--- config.mk ---
export PLATFORM = sky130hd
export DESIGN_NAME = instruction_fetch_flat
export DESIGN_NICKNAME = d
export VERILOG_FILES = /design/src/rtl/instruction_fetch_if.sv /design/src/rtl/instruction_fetch.sv /design/src/flat_wrapper.sv
export SDC_FILE = /design/constraint.sdc
export NUM_CORES = 1
export LEC_CHECK = 0
export CAP_MARGIN = 20
export CORE_ASPECT_RATIO = 2
export CORE_UTILIZATION = 40
export CTS_BUF_LIST = sky130_fd_sc_hd__clkbuf_8
export DETAILED_ROUTE_END_ITERATION = 10
export GPL_TIMING_DRIVEN = 0
export HOLD_SLACK_MARGIN = 0.08
export PLACE_DENSITY = 0.86
export SKIP_CTS_REPAIR_TIMING = 1
export SYNTH_ARGS = -nofsm -noshare
export SYNTH_HDL_FRONTEND = slang
export SYNTH_SLANG_ARGS = --single-unit
export TNS_END_PERCENT = 1
--- constraint.sdc ---
create_clock -name clk -period 1.8 [get_ports clk]
set_clock_uncertainty 0.1 [all_clocks]
set_input_delay 0.36 -clock clk [delete_from_list [all_inputs] [get_ports clk]]
set_output_delay 0.36 -clock clk [all_outputs]
set_load 0.005 [all_outputs]
--- src/rtl/instruction_fetch_if.sv ---
// Fetch-stage bus: instruction memory port, stall/redirect controls from later
// stages, and the registered instruction stream handed to decode.
interface instruction_fetch_if #(
    parameter int ADDR_WIDTH  = 16,
    parameter int INSTR_WIDTH = 16
);
    logic [ADDR_WIDTH-1:0]  mem_address;
    logic [INSTR_WIDTH-1:0] mem_instruction;
    logic                   stall;
    logic                   redirect_valid;
    logic [ADDR_WIDTH-1:0]  redirect_target;
    logic [INSTR_WIDTH-1:0] ir;
    logic [ADDR_WIDTH-1:0]  ir_pc;
    logic                   ir_valid;
    logic                   halted;

    // Fetch-stage view
    modport master (
        output mem_address,
        input  mem_instruction,
        input  stall,
        input  redirect_valid,
        input  redirect_target,
        output ir,
        output ir_pc,
        output ir_valid,
        output halted
    );

    // Memory / pipeline view
    modport slave (
        input  mem_address,
        output mem_instruction,
        output stall,
        output redirect_valid,
        output redirect_target,
        input  ir,
        input  ir_pc,
        input  ir_valid,
        input  halted
    );
endinterface

--- src/rtl/instruction_fetch.sv ---
// Instruction fetch stage: PC register, combinational memory address, registered IR.
// Halt-opcode detection and the HALTED state are built only with IFETCH_HALT_DETECT_EN.
module instruction_fetch #(
    parameter int                  ADDR_WIDTH  = 16,
    parameter int                  INSTR_WIDTH = 16,
    parameter logic [ADDR_WIDTH-1:0] RESET_PC  = 16'h0000,
    parameter logic [2:0]          HALT_OPCODE = 3'b011
) (
    input  logic                clk,
    input  logic                reset,
    instruction_fetch_if.master bus
);

    localparam logic [ADDR_WIDTH-1:0]  PC_ONE   = {{(ADDR_WIDTH-1){1'b0}}, 1'b1};
    localparam logic [ADDR_WIDTH-1:0]  PC_ZERO  = {ADDR_WIDTH{1'b0}};
    localparam logic [INSTR_WIDTH-1:0] IR_NOP   = {INSTR_WIDTH{1'b0}};

    function automatic logic is_halt(input logic [INSTR_WIDTH-1:0] instr);
        return (instr[INSTR_WIDTH-1 -: 3] == HALT_OPCODE);
    endfunction

    logic [ADDR_WIDTH-1:0]  pc_q,       pc_d;
    logic [INSTR_WIDTH-1:0] ir_q,       ir_d;
    logic [ADDR_WIDTH-1:0]  ir_pc_q,    ir_pc_d;
    logic                   ir_valid_q, ir_valid_d;

`ifdef IFETCH_HALT_DETECT_EN
    typedef enum logic [0:0] {
        ST_FETCH  = 1'b0,
        ST_HALTED = 1'b1
    } fetch_state_e;

    fetch_state_e state_q, state_d;
    logic         halted_q;

    // Next-state selection: redirect beats stall beats normal fetch
    always_comb begin
        pc_d       = pc_q;
        ir_d       = ir_q;
        ir_pc_d    = ir_pc_q;
        ir_valid_d = ir_valid_q;
        state_d    = state_q;
        if (bus.redirect_valid) begin
            pc_d       = bus.redirect_target;
            ir_valid_d = 1'b0;
            state_d    = ST_FETCH;
        end else if (bus.stall) begin
            pc_d = pc_q;
        end else begin
            case (state_q)
                ST_FETCH: begin
                    ir_d       = bus.mem_instruction;
                    ir_pc_d    = pc_q;
                    ir_valid_d = 1'b1;
                    // A fetched halt is issued once, but the PC stays on it
                    if (is_halt(bus.mem_instruction)) begin
                        state_d = ST_HALTED;
                    end else begin
                        pc_d = pc_q + PC_ONE;
                    end
                end
                ST_HALTED: begin
                    ir_valid_d = 1'b0;
                end
                default: begin
                    state_d    = ST_FETCH;
                    ir_valid_d = 1'b0;
                end
            endcase
        end
    end

    // Fetch state and registered outputs
    always_ff @(posedge clk or posedge reset) begin
        if (reset) begin
            state_q    <= ST_FETCH;
            pc_q       <= RESET_PC;
            ir_q       <= IR_NOP;
            ir_pc_q    <= PC_ZERO;
            ir_valid_q <= 1'b0;
            halted_q   <= 1'b0;
        end else begin
            state_q    <= state_d;
            pc_q       <= pc_d;
            ir_q       <= ir_d;
            ir_pc_q    <= ir_pc_d;
            ir_valid_q <= ir_valid_d;
            halted_q   <= (state_d == ST_HALTED);
        end
    end

    assign bus.halted = halted_q;
`else
    // Next-state selection: redirect beats stall beats normal fetch
    always_comb begin
        pc_d       = pc_q;
        ir_d       = ir_q;
        ir_pc_d    = ir_pc_q;
        ir_valid_d = ir_valid_q;
        if (bus.redirect_valid) begin
            pc_d       = bus.redirect_target;
            ir_valid_d = 1'b0;
        end else if (bus.stall) begin
            pc_d = pc_q;
        end else begin
            ir_d       = bus.mem_instruction;
            ir_pc_d    = pc_q;
            ir_valid_d = 1'b1;
            pc_d       = pc_q + PC_ONE;
        end
    end

    // Fetch registers and registered outputs
    always_ff @(posedge clk or posedge reset) begin
        if (reset) begin
            pc_q       <= RESET_PC;
            ir_q       <= IR_NOP;
            ir_pc_q    <= PC_ZERO;
            ir_valid_q <= 1'b0;
        end else begin
            pc_q       <= pc_d;
            ir_q       <= ir_d;
            ir_pc_q    <= ir_pc_d;
            ir_valid_q <= ir_valid_d;
        end
    end

    assign bus.halted = 1'b0;
`endif

    assign bus.mem_address = pc_q;
    assign bus.ir          = ir_q;
    assign bus.ir_pc       = ir_pc_q;
    assign bus.ir_valid    = ir_valid_q;

endmodule

--- src/flat_wrapper.sv ---
// flat-port wrapper written by rule: the top's interface ports become plain ports
module instruction_fetch_flat 
#(
    parameter int                  ADDR_WIDTH  = 16,
    parameter int                  INSTR_WIDTH = 16,
    parameter logic [ADDR_WIDTH-1:0] RESET_PC  = 16'h0000,
    parameter logic [2:0]          HALT_OPCODE = 3'b011
)
  (clk, reset, bus_mem_address, bus_mem_instruction, bus_stall, bus_redirect_valid, bus_redirect_target, bus_ir, bus_ir_pc, bus_ir_valid, bus_halted);
  instruction_fetch_if #(.ADDR_WIDTH(ADDR_WIDTH), .INSTR_WIDTH(INSTR_WIDTH)) bus_i ();
  input  logic clk;
  input  logic reset;
  output wire logic [$bits(bus_i.mem_address)-1:0] bus_mem_address;
  input wire logic [$bits(bus_i.mem_instruction)-1:0] bus_mem_instruction;
  input wire logic [$bits(bus_i.stall)-1:0] bus_stall;
  input wire logic [$bits(bus_i.redirect_valid)-1:0] bus_redirect_valid;
  input wire logic [$bits(bus_i.redirect_target)-1:0] bus_redirect_target;
  output wire logic [$bits(bus_i.ir)-1:0] bus_ir;
  output wire logic [$bits(bus_i.ir_pc)-1:0] bus_ir_pc;
  output wire logic [$bits(bus_i.ir_valid)-1:0] bus_ir_valid;
  output wire logic [$bits(bus_i.halted)-1:0] bus_halted;
  assign bus_mem_address = bus_i.mem_address;
  assign bus_i.mem_instruction = bus_mem_instruction;
  assign bus_i.stall = bus_stall;
  assign bus_i.redirect_valid = bus_redirect_valid;
  assign bus_i.redirect_target = bus_redirect_target;
  assign bus_ir = bus_i.ir;
  assign bus_ir_pc = bus_i.ir_pc;
  assign bus_ir_valid = bus_i.ir_valid;
  assign bus_halted = bus_i.halted;
  instruction_fetch #(.ADDR_WIDTH(ADDR_WIDTH), .INSTR_WIDTH(INSTR_WIDTH), .RESET_PC(RESET_PC), .HALT_OPCODE(HALT_OPCODE)) u_core (.clk(clk), .reset(reset), .bus(bus_i));
endmodule
==> qor.csv <==
stage,metric,value,unit
yosys,synth_warnings,0,
floorplanning,start_util,0.4159,
floorplanning,chipWidth,53.69,um
floorplanning,ioPinCount,86,
timing,report.final.slew_viol_count,0,
yosys,synthCells,173,
clock_tree,cts_tree,done,
timing,rsz0062_at_grt,yes,
yosys,seq_area_frac_synth,0.5738,
timing,hold_slack,155.3,ps
yosys,avgSynthCellArea,12.35,sq um
timing,hold_viol_final,0,
timing,tightest_slew,535.1,ps
grt,grt_pass1_vias,1722,
grt,gr-total-overflow,0,
yosys,netlist_top_cells_count,"49 x dfrtp_1, 33 x mux2_2, 17 x nand2_1, 13 x o21ai_0, 10 x xnor2_1",
run_status,status,finished clean,
yosys,synth_edf_count,0,
routing,drt-initial-drc-count,30,
clock_tree,htreeDepth,2,
clock_tree,root_buffer,clkbuf_8,
yosys,ys_seq_elements,49,
critical_path,r2r_slack,10,ps
yosys,synth_top_cell_by_area,dfrtp_1,
power_and_ir_drop,vdd.ir_drop.worst,0.0008486,V
grt,antenna_found_initial,0,
floorplanning,die_h,105.4,um
timing,clock.fmax,0.5593,GHz
critical_path,critPathLaunchType,flop,
yosys,yosysTopAreaCellShare,0.5738,
timing,fin_crit_sh,0.9934,
layout,drive_gt1_frac,0.2481,
grt,gr-usage-all-layers,0.1964,
yosys,syn-num-nets,210,
timing,relSlewSlack,0.6432,
yosys,ys_top_cells_by_area,"dfrtp_1 57%, mux2_2 17%, xnor2_1 4.1%, o21ai_0 3.0%, nand2_1 3.0%",
worst_hold_path,min_from,bus_stall,
clock_tree,clkTransAtPathRegs,90,ps
layout,post-route-util,0.6370,
yosys,syn_area,2137,sq um
layout,nFillCells,396,
grt,grt_max_degree,27,
critical_path,cp_max_fo,6,
critical_path,r2r_cells,4,
critical_path,timing.rr.end,u_core.bus.mem_address[15],
yosys,yosys.cell_count.top_type,dfrtp_1,
yosys,synth_flop_cell,dfrtp_1,
yosys,synth_cell_type_count,26,
clock_tree,clock_latency,310,ps
floorplanning,core-area,5139,sq um
timing,fin_crit,1788,ps
worst_hold_path,whs_endpoint,u_core.bus.ir_valid,
power_and_ir_drop,leakage,1.322,nW
routing,dr.pass1.iters,4,
routing,drc_errors,0,
critical_path,path_class,reg -> reg,
layout,nets,306,
timing,setup_viol,0,
layout,area_growth,53.16,%
routing,num_vias,1646,
power_and_ir_drop,powerDensity,888.6,nW/um^2
worst_hold_path,min_path_cells,2,
clock_tree,clock-sinks,49,
routing,ant_nets,0,
critical_path,cp_data_arrival_time,1880,ps
critical_path,cp-end-kind,flop,
place,place.gp.congestion,0.8148,
critical_path,crit_required,1890,ps
floorplanning,rows,37,
routing,drt_wl_total,5026,um
layout,diodes,0,
worst_hold_path,hold_class,in -> reg,
floorplanning,dieArea,5657,sq um
routing,wire_per_inst,15.32,um
clock_tree,cts_buffers,5,
critical_path,reg2reg_from,u_core.bus.mem_address[2],
yosys,async_flop_share,1.000,
place,portBuffers,82,
flow_run,maxCapViolCount,0,
routing,routed_via_density,5.018,
clock_tree,cts.path.max_buffers,2,
grt,grt_pass1_wl,8045,um
place,post-dp-hpwl,3679,um
state kept, by name, indices dropped and copies added (netlist names):
| register | cells |
|---|---|
| u_core.bus.ir | 16 |
| u_core.bus.ir_valid | 1 |
| u_core.bus.mem_address | 16 |
| u_core.bus.ir_pc | 16 |
power breakdown:
part           internal, mW  switching [mW]  total (mW)
clock network         0.447           0.358       0.806
logic                 0.493           0.224       0.717
registers              1.26           0.123        1.39
how the worst max path moves through the flow:
stage | startpoint | end | slack, ps | cells past startpoint
after floorplan | bus_stall | u_core.bus.mem_address[15] | -60 | 5
after global placement | reset | u_core.bus.ir_valid | -790 | 2
after detailed placement | bus_redirect_valid | u_core.bus.ir[11] | -310 | 4
after CTS | u_core.bus.mem_address[2] | u_core.bus.mem_address[14] | -130 | 5
after global routing | bus_redirect_valid | u_core.bus.ir_pc[0] | -50 | 4
final | u_core.bus.mem_address[2] | u_core.bus.mem_address[15] | 10 | 4
layer usage:
metal	vias up	part of all wire	GRT usage
met5	-	0	0
met2	58	0.57	0.3501
met3	6	0.052	0.05051
met1	796	0.36	0.2038
met4	0	0.019	0.07707
li1	786	-	-
cell type report:
| cell class | count | area (sq um) | share of cell area |
|---|---|---|---|
| Buffer | 10 | 53.80 | 0.01644 |
| Clock buffer | 6 | 82.58 | 0.02523 |
| Clock inverter | 2 | 33.78 | 0.01032 |
| Inverter | 6 | 22.52 | 0.006881 |
| Multi-Input combinational cell | 108 | 884.6 | 0.2703 |
| Sequential cell | 49 | 1237 | 0.3781 |
| Tap cell | 58 | 72.57 | 0.02217 |
| Timing Repair Buffer | 89 | 885.9 | 0.2706 |
kinds of logic (layout without fill, tap and decap cells):
group / count (synthesis) / after routing / synth area share
buffers and inverters: 16 / 113 / 0.03337
muxes: 34 / 34 / 0.1786
AOI/OAI and AO/OA: 17 / 17 / 0.04567
xor gates and xnor gates: 13 / 13 / 0.05328
other: 1 / 1 / 0.001755
and+or+nand+nor: 42 / 42 / 0.1077
DFF: 49 / 49 / 0.5738
adders and majority gates: 1 / 1 / 0.005854
per-stage QoR:
stage / total power [mW] / std cells / cell area [sq um] / worst slack, ps / setup TNS [ps]
after floorplan: 1.642 / 173 / 2141 / -62.16 / -62.16
after global placement: 2.076 / 313 / 3034 / -791.0 / -47530
after detailed placement: 2.109 / 314 / 3054 / -308.3 / -9169
after CTS: 2.926 / 322 / 3171 / -132.4 / -459.2
after global routing: 3.059 / 328 / 3273 / -49.37 / -905.7
final: 2.908 / 328 / 3273 / 11.93 / 0
worst max-delay path: stages, from the launching register on:
cell and delay [ps]:
dfrtp_2 430, nand4b_1 130, or4_4 540, o31a_1 250
o31a_1 230
cell usage in the layout (no fill, tap or decap):
cell type        count
a21oi_1              1
a221o_1              1
buf_1                2
buf_12               1
buf_2                1
buf_4                7
buf_8                1
bufinv_16            1
clkbuf_1             5
clkbuf_8             6
clkdlybuf4s50_1     82
conb_1               1
dfrtp_1             40
dfrtp_2              9
ha_1                 1
inv_1                6
inv_2                1
mux2_2              33
mux2i_1              1
nand2_1             16
nand2_2              1
nand2b_1             1
nand3_1              2
nand4_1              2
nand4_4              1
nand4b_1             2
nor2_1               4
nor3_1               4
nor3b_1              2
nor4_1               2
nor4_2               2
nor4_4               2
o21ai_0             13
o31a_1               2
or4_4                1
xnor2_1             10
xor2_1               3
Note: power is estimated with default switching activity, not from simulation.
